--- config.mk ---
export PLATFORM = sky130hd
export DESIGN_NAME = mul_sequencer
export DESIGN_NICKNAME = d
export VERILOG_FILES = /design/src/rtl/mul_sequencer_pkg.sv /design/src/rtl/mul_sequencer.sv
export SDC_FILE = /design/constraint.sdc
export NUM_CORES = 1
export LEC_CHECK = 0
export BUFFER_PORTS_ARGS = -buffer_cell sky130_fd_sc_hd__buf_2
export CAP_MARGIN = 20
export CORE_MARGIN = 4
export CORE_UTILIZATION = 40
export CTS_BUF_LIST = sky130_fd_sc_hd__clkbuf_16
export DETAILED_ROUTE_END_ITERATION = 10
export GPL_TIMING_DRIVEN = 1
export PLACE_DENSITY = 0.78
export SLEW_MARGIN = 15
export SYNTH_ARGS = -nofsm -noshare
export SYNTH_HDL_FRONTEND = slang
export SYNTH_SLANG_ARGS = --single-unit
--- constraint.sdc ---
create_clock -name clk -period 2.3 [get_ports clk]
set_input_delay 0.46 -clock clk [delete_from_list [all_inputs] [get_ports clk]]
set_output_delay 0.46 -clock clk [all_outputs]
set_load 0.1 [all_outputs]
--- src/rtl/mul_sequencer_pkg.sv ---
// Shared definitions for the MUL/MLA sequencer: the ALU ADD command it
// issues and its state encodings.
package mul_sequencer_pkg;

  // Shared ALU command encoding: ARM data-processing opcode for ADD.
  localparam logic [3:0] ALU_CMD_ADD = 4'b0100;

  typedef enum logic [1:0] {
    MUL_IDLE = 2'd0,
    MUL_ITER = 2'd1,
    MUL_ACC  = 2'd2,
    MUL_DONE = 2'd3
  } mul_state_e;

  // Status register layout {Z,C,N,V}.
  typedef struct packed {
    logic z;
    logic c;
    logic n;
    logic v;
  } status_t;

endpackage : mul_sequencer_pkg

--- src/rtl/mul_sequencer.sv ---
// Multi-cycle MUL/MLA controller: radix-2 shift-add using the shared ALU in
// ADD mode, optional accumulate, and status update on completion.
module mul_sequencer
  import mul_sequencer_pkg::*;
#(
  parameter int WIDTH = 32
) (
  input  logic             clk,
  input  logic             rst_n,
  input  logic             start,
  input  logic             mla,
  input  logic             s_flag,
  input  logic [WIDTH-1:0] op_a,
  input  logic [WIDTH-1:0] op_b,
  input  logic [WIDTH-1:0] acc,
  input  logic [3:0]       status_in,
  input  logic [WIDTH-1:0] alu_res,
  output logic [WIDTH-1:0] alu_val1,
  output logic [WIDTH-1:0] alu_val2,
  output logic [3:0]       alu_cmd,
  output logic             alu_grant,
  output logic             busy,
  output logic             stall,
  output logic             done,
  output logic [WIDTH-1:0] result,
  output logic [3:0]       status_out,
  output logic             status_we
);

  mul_state_e state, next_state;

  logic [WIDTH-1:0] m_q;     // multiplicand, shifted left each iteration
  logic [WIDTH-1:0] q_q;     // multiplier, shifted right each iteration
  logic [WIDTH-1:0] p_q;     // partial product
  logic [WIDTH-1:0] acc_q;
  logic             mla_q;
  logic             s_q;
  status_t          status_lat;
  logic [WIDTH-1:0] p_next;
  logic             enter_done;
  status_t          status_new;

  // State register.
  // NOTE: sequential state uses non-blocking assignments so every flop
  // samples pre-edge values, independent of block ordering.
  always_ff @(posedge clk or negedge rst_n) begin
    if (!rst_n) state <= MUL_IDLE;
    else        state <= next_state;
  end

  // Next-state logic. Iteration stops once the remaining multiplier bits
  // are all zero, so the count tracks the MSB position of op_b.
  // NOTE: every combinational output gets a default first so no path
  // leaves a signal unassigned and infers a latch.
  always_comb begin
    next_state = state;
    unique case (state)
      MUL_IDLE: if (start) next_state = MUL_ITER;
      MUL_ITER: if ((q_q >> 1) == '0) next_state = mla_q ? MUL_ACC : MUL_DONE;
      MUL_ACC:  next_state = MUL_DONE;
      MUL_DONE: next_state = MUL_IDLE;
      default:  next_state = MUL_IDLE;
    endcase
  end

  // Partial product after this cycle's ALU pass.
  always_comb begin
    p_next = p_q;
    if ((state == MUL_ITER && q_q[0]) || state == MUL_ACC) p_next = alu_res;
  end

  // Result and status are loaded on entry to DONE so they are already
  // valid while done/status_we pulse.
  assign enter_done = (next_state == MUL_DONE) && (state != MUL_DONE);

  always_comb begin
    status_new   = status_lat;
    status_new.z = (p_next == '0);
    status_new.n = p_next[WIDTH-1];
  end

  // Operand and partial-product datapath.
  always_ff @(posedge clk or negedge rst_n) begin
    if (!rst_n) begin
      m_q        <= '0;
      q_q        <= '0;
      p_q        <= '0;
      acc_q      <= '0;
      mla_q      <= 1'b0;
      s_q        <= 1'b0;
      status_lat <= '0;
    end else begin
      unique case (state)
        MUL_IDLE: if (start) begin
          m_q        <= op_a;
          q_q        <= op_b;
          acc_q      <= acc;
          mla_q      <= mla;
          s_q        <= s_flag;
          status_lat <= status_t'(status_in);
          p_q        <= '0;
        end
        MUL_ITER: begin
          m_q <= m_q << 1;
          q_q <= q_q >> 1;
          p_q <= p_next;
        end
        MUL_ACC:  p_q <= p_next;
        default:  ;
      endcase
    end
  end

  // Architectural outputs held between operations.
  always_ff @(posedge clk or negedge rst_n) begin
    if (!rst_n) begin
      result     <= '0;
      status_out <= '0;
    end else if (enter_done) begin
      result <= p_next;
      if (s_q) status_out <= status_new;
    end
  end

  // Output decode straight from the state register and datapath flops.
  always_comb begin
    alu_grant = 1'b0;
    alu_val1  = '0;
    alu_val2  = '0;
    busy      = (state != MUL_IDLE);
    done      = 1'b0;
    status_we = 1'b0;
    unique case (state)
      MUL_ITER: begin
        alu_grant = 1'b1;
        alu_val1  = p_q;
        alu_val2  = m_q;
      end
      MUL_ACC: begin
        alu_grant = 1'b1;
        alu_val1  = p_q;
        alu_val2  = acc_q;
      end
      MUL_DONE: begin
        done      = 1'b1;
        status_we = s_q;
      end
      default: ;
    endcase
  end

  assign stall   = busy;
  assign alu_cmd = ALU_CMD_ADD;

endmodule : mul_sequencer

==> metrics.md, run 1 <==
| Metric | Value |
|---|---|
| Die outline height | approximately 150 um |
| GRT Residual Overflow | 0 |
| Hold buffers post-CTS | 0 |
| Synth area leader | dfrtp_1 |
| # rows | 53 |
| Gate Count Post-Synth | 836 |
| Slew headroom | between 50% and 60% |
| Worst path slowest cell | dfrtp_2 |
| DRC viols | 0 |
| Critical Path RT | ~2.6 ns |
| Vias in the first global route | around 7,700 |
| Final Worst Setup Slack | -0.07400 ns |
| Most common library cells after synthesis | dfrtp_1, nand2_1, o21ai_0 |
| Synthesis Warnings | 0 |
| P per Cell Area | approximately 1500 nW/um2 |
| Slew Limit Fails | 0 |
| DP HPWL | around 18 mm |
| Detailed-route vias per instance | 5.412 |
| H-tree levels | 4 |
| Share of cells above drive strength 1 | 48.20% |
| Initial antenna violation count | 7 |
| Async SR Flop Fraction | 100.0% |
| Top-area cell type share of the netlist area | 49.33% |
| Final Util | between 60% and 70% |
| Post-synth EDFFs | 0 |
| Outcome | finished, violations left |
| Yosys reg bits | 170 |
| Worst hold slack | 0.01262 ns |
| Max Fclk | between 0.4 and 0.5 GHz |
| Power, Total | a little over 20 mW |
| Final setup vio count | 80 |
| Die width | approximately 150 um |
| Crit-path cells | inv_2, ha_4, buf_4, nand2_4, o311ai_4, o311a_4, buf_12, clkbuf_16, mux2_4 |
| Worst-path clk slew | about 0.070 ns |
| Leak Pwr | between 6 and 7 nW |
| Min cycle time layout | between 2 and 2.5 ns |
| Core Region | ~21,000 um2 |
| Crit path max-delay family | compound AO/OA/AOI/OAI gates |
| Synth area leaders | dfrtp_1, nand2_1, mux2i_1, mux2_2, mux2_4 |
| Hold WC Path Type | input port to async pin |
| Pin count of the biggest net entering global routing | between 100 and 150 |
| Die area | around 24,000 um2 |
| Post-route cell area | ~13,000 um2 |
| Nets | 1,265 |
| Worst Path Arrival | 2.67 ns |
| Starting Density | 40.89% |
| Layout fillers | 1,607 |
| CTS Buf Count | 17 |
| Endpoint type of the worst setup path | flop |
| FF-to-FF Start | state[1]$_DFF_PN0_ |
| GRT Total Usage | between 20% and 30% |
| Buf/Inv on CP | 4 |
| Most common cell in the synthesized netlist | dfrtp_1 |
| Top Ports | roughly 250 |
| Yosys cell types | 33 |
| Setup CP Type | flop to flop |
| First-iteration detailed-routing DRC count | 459 |
| Worst reg-to-reg setup slack | -0.07 ns |
| Detailed Routing Iterations Pass 1 | 7 |
| Max Cap Violations | 0 |
| Mapped Area | roughly 8600 um2 |
| Clock Tree Buf Depth | 2 |
| Failing checks | negative setup slack |
| Reg2reg path depth | 9 |
| Number of I/O port buffers | approximately 240 |
| CP Max Fanout | 7 |
| Vias | 7,663 |
| Final ANT Viol Nets | 0 |
| Delay of the slowest critical-path stage | 0.43 ns |
| Critical Path Source Type | flop |
| Least-Margin Pin Slew | 0.7269 ns |
| Layout Skew | around 0.013 ns |
| FF-to-FF End | result[26]$_DFFE_PN0P_ |
| Synthesized area per cell | between 10 and 15 um2 |
| Sink Count | 170 |
| CTS tree | built |
| Final WL | approximately 28 mm |
| Post-DP Area | 11,900 um2 |
| Fin crit share | 103.2% |
| First-pass GRT wire length | 41.82 mm |
| WL/cell | between 15 and 20 um |
| CTS Root Cell | clkbuf_16 |
| Sequential area share after synthesis | between 40% and 50% |
| RSZ-0062 raised after global routing | true |
| Peak VDD IR | between 800 and 900 uV |
| RePlAce Congestion | approximately 0.9 |
| Setup TNS | -3.061 ns |
| Synth Flop Type | dfrtp_1 |
| Area delta synth->final | 54.08% |
| Clock insertion delay at the later pin of the skew report | ~0.42 ns |
| Hold Fails Final Rpt | 0 |
through the flow:
| stage | setup WS [ns] | std cells |
|---|---|---|
| after floorplan | -0.1512 | 838 |
| after global placement | -0.1456 | 1348 |
| after detailed placement | -0.1503 | 1348 |
| after CTS | -0.08073 | 1396 |
| after global routing | -0.1438 | 1414 |
| final | -0.07400 | 1416 |
registers in the layout (all words and copies together), names as in the netlist:
| register | count |
|---|---|
| acc_q | 32 |
| m_q | 32 |
| p_q | 32 |
| q_q | 32 |
| result | 32 |
| status_out | 4 |
| state | 2 |
| status_lat | 2 |
| mla_q | 1 |
| s_q | 1 |
kinds of logic (layout without fill, tap and decap cells):
kind of cell | count (synthesis) | in the layout | synth area share (%)
compound gates | 159 | 159 | 12.14
mux | 135 | 135 | 18.02
simple gates | 294 | 294 | 16.09
fa+ha+maj | 4 | 4 | 0.5804
flops | 170 | 170 | 49.33
buf+inv | 72 | 371 | 3.743
other cells | 2 | 8 | 0.08709
cells in the final DEF, fill, tap and decap left out, types with 4 or more instances in the layout:
master,n
diode_2,4
inv_6,5
mux2_4,35
a22oi_1,16
nor2b_4,32
a22o_1,23
a31oi_1,8
buf_16,4
nand2_1,167
nand3_1,9
nor2_1,5
dfrtp_1,168
nor4_2,5
mux2_2,37
mux2i_1,63
buf_12,81
and2_4,32
nand4_1,6
buf_2,170
conb_1,4
nor2b_1,10
nor3_1,4
o21ai_0,74
clkbuf_16,23
buf_4,61
nor4_1,13
buf_6,5
a22oi_2,24
report_power, final:
group / switching [mW] / total, mW / internal, mW
Sequential: 1.13 / 5.30 / 4.17
Combinational: 6.80 / 11.9 / 5.12
Clock: 1.32 / 3.06 / 1.74
Total: 9.25 / 20.3 / 11.0
layout make-up:
cell class | count | area (um2) | share of cell area (%)
multi-input cells | 596 | 4673 | 35.17
clock buffers | 17 | 425.4 | 3.202
inverters | 6 | 28.78 | 0.2166
flip-flops and latches | 170 | 4257 | 32.04
repair buffers | 333 | 3364 | 25.32
diodes | 4 | 10.01 | 0.07534
clock inverters | 15 | 183.9 | 1.384
well taps | 275 | 344.1 | 2.590
layer usage:
layer	vias to the layer above	part of all wire, %	global-route usage (%)
li1	3512	-	-
met1	3789	39	27.29
met2	321	50	36.52
met3	35	8.5	7.247
met4	6	1.9	5.929
met5	-	0.096	0
repair_timing:
| action | 4_1_cts | 5_1_grt |
|---|---|---|
| endpoints found under the hold margin | 0 | 0 |
| setup buffers | 14 | 8 |
| pin swaps | 14 | 7 |
| gates cloned | 4 | 8 |
| gates resized for setup | 43 | 21 |
| endpoints found under the setup margin | 99 | 114 |
how the worst max path moves through the flow:
stage,to,from,slack (ns),depth (start not counted)
global route,result[30]$_DFFE_PN0P_,q_q[1]$_DFFE_PN0P_,-0.14,8
detailed placement,result[30]$_DFFE_PN0P_,q_q[1]$_DFFE_PN0P_,-0.15,7
CTS,result[28]$_DFFE_PN0P_,q_q[8]$_DFFE_PN0P_,-0.08,8
global placement,result[8]$_DFFE_PN0P_,q_q[1]$_DFFE_PN0P_,-0.15,7
finish,result[26]$_DFFE_PN0P_,state[1]$_DFF_PN0_,-0.07,9
floorplan,result[10]$_DFFE_PN0P_,state[0]$_DFF_PN0_,-0.15,9
(Power assumes the default switching activity.)
==> inputs of run 2 (changes only) <==
- CELL_PAD_IN_SITES_DETAIL_PLACEMENT: not set -> 0
- CELL_PAD_IN_SITES_GLOBAL_PLACEMENT: not set -> 2
- CORE_UTILIZATION: 40 -> 29
- PLACE_DENSITY: 0.78 -> 0.87
- REMOVE_ABC_BUFFERS: not set -> 1
==> metrics.md, run 2 (synthesis results as in run 1) <==
| Metric | Value |
|---|---|
| Outcome | finished, violations left (unchanged) |
| Failing checks | negative setup slack (unchanged) |
| Sink Count | 170 (unchanged) |
| RePlAce Congestion | 0.7940 (was 0.8776) |
| Max Fclk | 0.4100 GHz (was 0.4212 GHz) |
| Hold WC Path Type | input port to flop (was input port to async pin) |
| Critical Path RT | 2.61 ns (was 2.60 ns) |
| Leak Pwr | 6.356 nW (was 6.330 nW) |
| GRT Total Usage | 17.26% (was 21.86%) |
| FF-to-FF End | result[11]$_DFFE_PN0P_ (was result[26]$_DFFE_PN0P_) |
| Detailed-route vias per instance | 4.888 (was 5.412) |
| First-iteration detailed-routing DRC count | 354 (was 459) |
| Final ANT Viol Nets | 0 (unchanged) |
| Peak VDD IR | 810.9 uV (was 886.0 uV) |
| Final WL | 29.47 mm (was 28.10 mm) |
| Layout fillers | 2,738 (was 1,607) |
| Setup CP Type | flop to flop (unchanged) |
| Area delta synth->final | 56.27% (was 54.08%) |
| RSZ-0062 raised after global routing | true (unchanged) |
| Slew Limit Fails | 0 (unchanged) |
| Sw Ratio | 45.87% (was 45.62%) |
| Share of cells above drive strength 1 | 48.51% (was 48.20%) |
| P per Cell Area | 1511 nW/um2 (was 1527 nW/um2) |
| Worst reg-to-reg setup slack | -0.14 ns (was -0.07 ns) |
| Worst Path Arrival | 2.75 ns (was 2.67 ns) |
| Worst hold slack | 0.2638 ns (was 0.01262 ns) |
| Final Worst Setup Slack | -0.1391 ns (was -0.07400 ns) |
| Clock power share | 14.0% (was 15.1%) |
| Vias | 7,464 (was 7,663) |
| FF+latch area | 4255 um2 (was 4257 um2) |
| CTS Buf Count | 17 (unchanged) |
| Worst hold path depth | 2 |
| Post-route cell area | 13,480 um2 (was 13,290 um2) |
| CTS tree | built (unchanged) |
| Worst-path clk slew | 0.08 ns (was 0.07 ns) |
| Worst hold path startpoint | acc[13] |
| Psw | 9.342 mW (was 9.253 mW) |
| Least-Margin Pin Slew | 0.5268 ns (was 0.7269 ns) |
| GRT Residual Overflow | 0 (unchanged) |
| Critical Path Source Type | flop (unchanged) |
| Clock insertion delay at the later pin of the skew report | 0.44 ns (was 0.42 ns) |
| Top Ports | 246 (unchanged) |
| Core Region | 29,010 um2 (was 21,090 um2) |
| Endpoint type of the worst setup path | flop (unchanged) |
| DRC viols | 0 (unchanged) |
| Fin crit share | 106.0% (was 103.2%) |
| Clock Tree Buf Depth | 2 (unchanged) |
| Starting Density | 29.72% (was 40.89%) |
| CTS Root Cell | clkbuf_16 (unchanged) |
| Commonest cells after routing, fill and taps aside | dfrtp_1, buf_2, nand2_1 (was buf_2, dfrtp_1, nand2_1) |
| Setup WS pre-CTS | -0.1946 ns (was -0.1503 ns) |
| Number of I/O port buffers | 239 (unchanged) |
| P_int | 11.02 mW (was 11.03 mW) |
| Vias in the first global route | 7,697 (was 7,683) |
| Final Util | 46.45% (was 63.01%) |
| Min cycle time layout | 2.439 ns (was 2.374 ns) |
| WHS Endpoint | acc_q[13]$_DFFE_PN0P_ |
| FF-to-FF Start | q_q[15]$_DFFE_PN0P_ (was state[1]$_DFF_PN0_) |
| Final setup vio count | 66 (was 80) |
| Max Cap Violations | 0 (unchanged) |
| Comb pwr share | 60.4% (was 58.8%) |
| Die area | 32,560 um2 (was 23,970 um2) |
| Hold Fails Final Rpt | 0 (unchanged) |
| Die outline height | 180.4 um (was 154.8 um) |
| DP HPWL | 19.16 mm (was 18.40 mm) |
| Sequential Power Share | 25.5% (was 26.1%) |
| Pin count of the biggest net entering global routing | 81 (was 125) |
| Slew headroom | 65.12% (was 51.09%) |
| Layout Skew | 0.02298 ns (was 0.01266 ns) |
| Layout Cells excl Fill | 1,527 (was 1,416) |
| Initial antenna violation count | 4 (was 7) |
| Placed Instances | 1,454 (was 1,348) |
| First-pass GRT wire length | 44.53 mm (was 41.82 mm) |
| CP Max Fanout | 12 (was 7) |
| WL/cell | 19.30 um (was 19.85 um) |
| Die width | 180.4 um (was 154.8 um) |
| Detailed Routing Iterations Pass 1 | 4 (was 7) |
| Post-DP Area | 11,640 um2 (was 11,900 um2) |
| # rows | 62 (was 53) |
| Reg2reg path depth | 8 (was 9) |
| H-tree levels | 4 (unchanged) |
| Nets | 1,270 (was 1,265) |
| Multi-input gate area | 4677 um2 (was 4673 um2) |
[run 2: changes by cell type in the layout (fill, tap and decap cells not counted), moves of 3 or more]
cell       before  now
nor4_2          5    2
buf_4          61   57
buf_6           5   13
a22oi_2        24   32
bufinv_16       3    0
a22oi_1        16    8
diode_2         4    1
nor4_1         13   17
[run 2: repair_timing]
item	in CTS	in global routing
gates resized for setup	126	54
pin swaps	12	7
hold endpoints to repair	41	0
buffers inserted	19	10
gates cloned	8	8
endpoints found under the setup margin	102	124
hold buffers	1	0
[run 2: area by class of cell]
| type | count | share of cell area (%) |
|---|---|---|
| diodes | 1 | 0.01857 |
| clock buffers | 17 | 3.157 |
| clock inverters | 15 | 1.114 |
| inverters | 6 | 0.1857 |
| multi-input cells | 596 | 34.71 |
| flip-flops and latches | 170 | 31.58 |
| well taps | 384 | 3.565 |
| repair buffers | 338 | 25.67 |
[run 2: power by group through the flow]
| stage | clock network [mW] | registers [mW] | logic (mW) |
|---|---|---|---|
| 3_5_place_dp | 0 | 5.11 | 10.3 |
| 2_1_floorplan | 0 | 5.03 | 6.21 |
| 3_3_place_gp | 0 | 5.06 | 10.2 |
| 5_1_grt | 3.07 | 5.35 | 13.1 |
| 6_report | 2.86 | 5.20 | 12.3 |
| 4_1_cts | 2.93 | 5.14 | 11.8 |
[run 2: metal layers]
metal  track usage, %  vias to the layer above  wire length, um
met3            5.127                       21             2066
met1            23.49                     3685            13080
met2            27.45                      242            13990
met4            3.630                        4              301
li1                 -                     3512                -
met5                0                        -               27
[run 2: how the worst max path moves through the flow]
| stage | from | endpoint | slack [ns] |
|---|---|---|---|
| after floorplan | state[0]$_DFF_PN0_ | m_q[10]$_DFFE_PN0P_ | -4.62 |
| after global placement | q_q[12]$_DFFE_PN0P_ | result[0]$_DFFE_PN0P_ | -0.17 |
| after detailed placement | q_q[12]$_DFFE_PN0P_ | result[16]$_DFFE_PN0P_ | -0.19 |
| after CTS | q_q[15]$_DFFE_PN0P_ | result[18]$_DFFE_PN0P_ | -0.12 |
| after global routing | q_q[15]$_DFFE_PN0P_ | result[18]$_DFFE_PN0P_ | -0.23 |
| final | q_q[15]$_DFFE_PN0P_ | result[11]$_DFFE_PN0P_ | -0.14 |
[run 2: worst max-delay path, cell delays in order (launching register included)]
cell and delay (ns):
dfrtp_1 0.41, nor4_4 0.31, buf_4 0.15, nand4_1 0.22
nor4_1 0.28, buf_4 0.18, o311a_4 0.27, buf_12 0.18
mux2_4 0.31
[run 2: stage by stage]
step | TNS, ns | power (mW)
global route | -10.69 | 21.51
global placement | -5.502 | 15.23
detailed placement | -6.197 | 15.38
CTS | -5.095 | 19.89
finish | -4.585 | 20.37
floorplan | -666.09 | 11.24
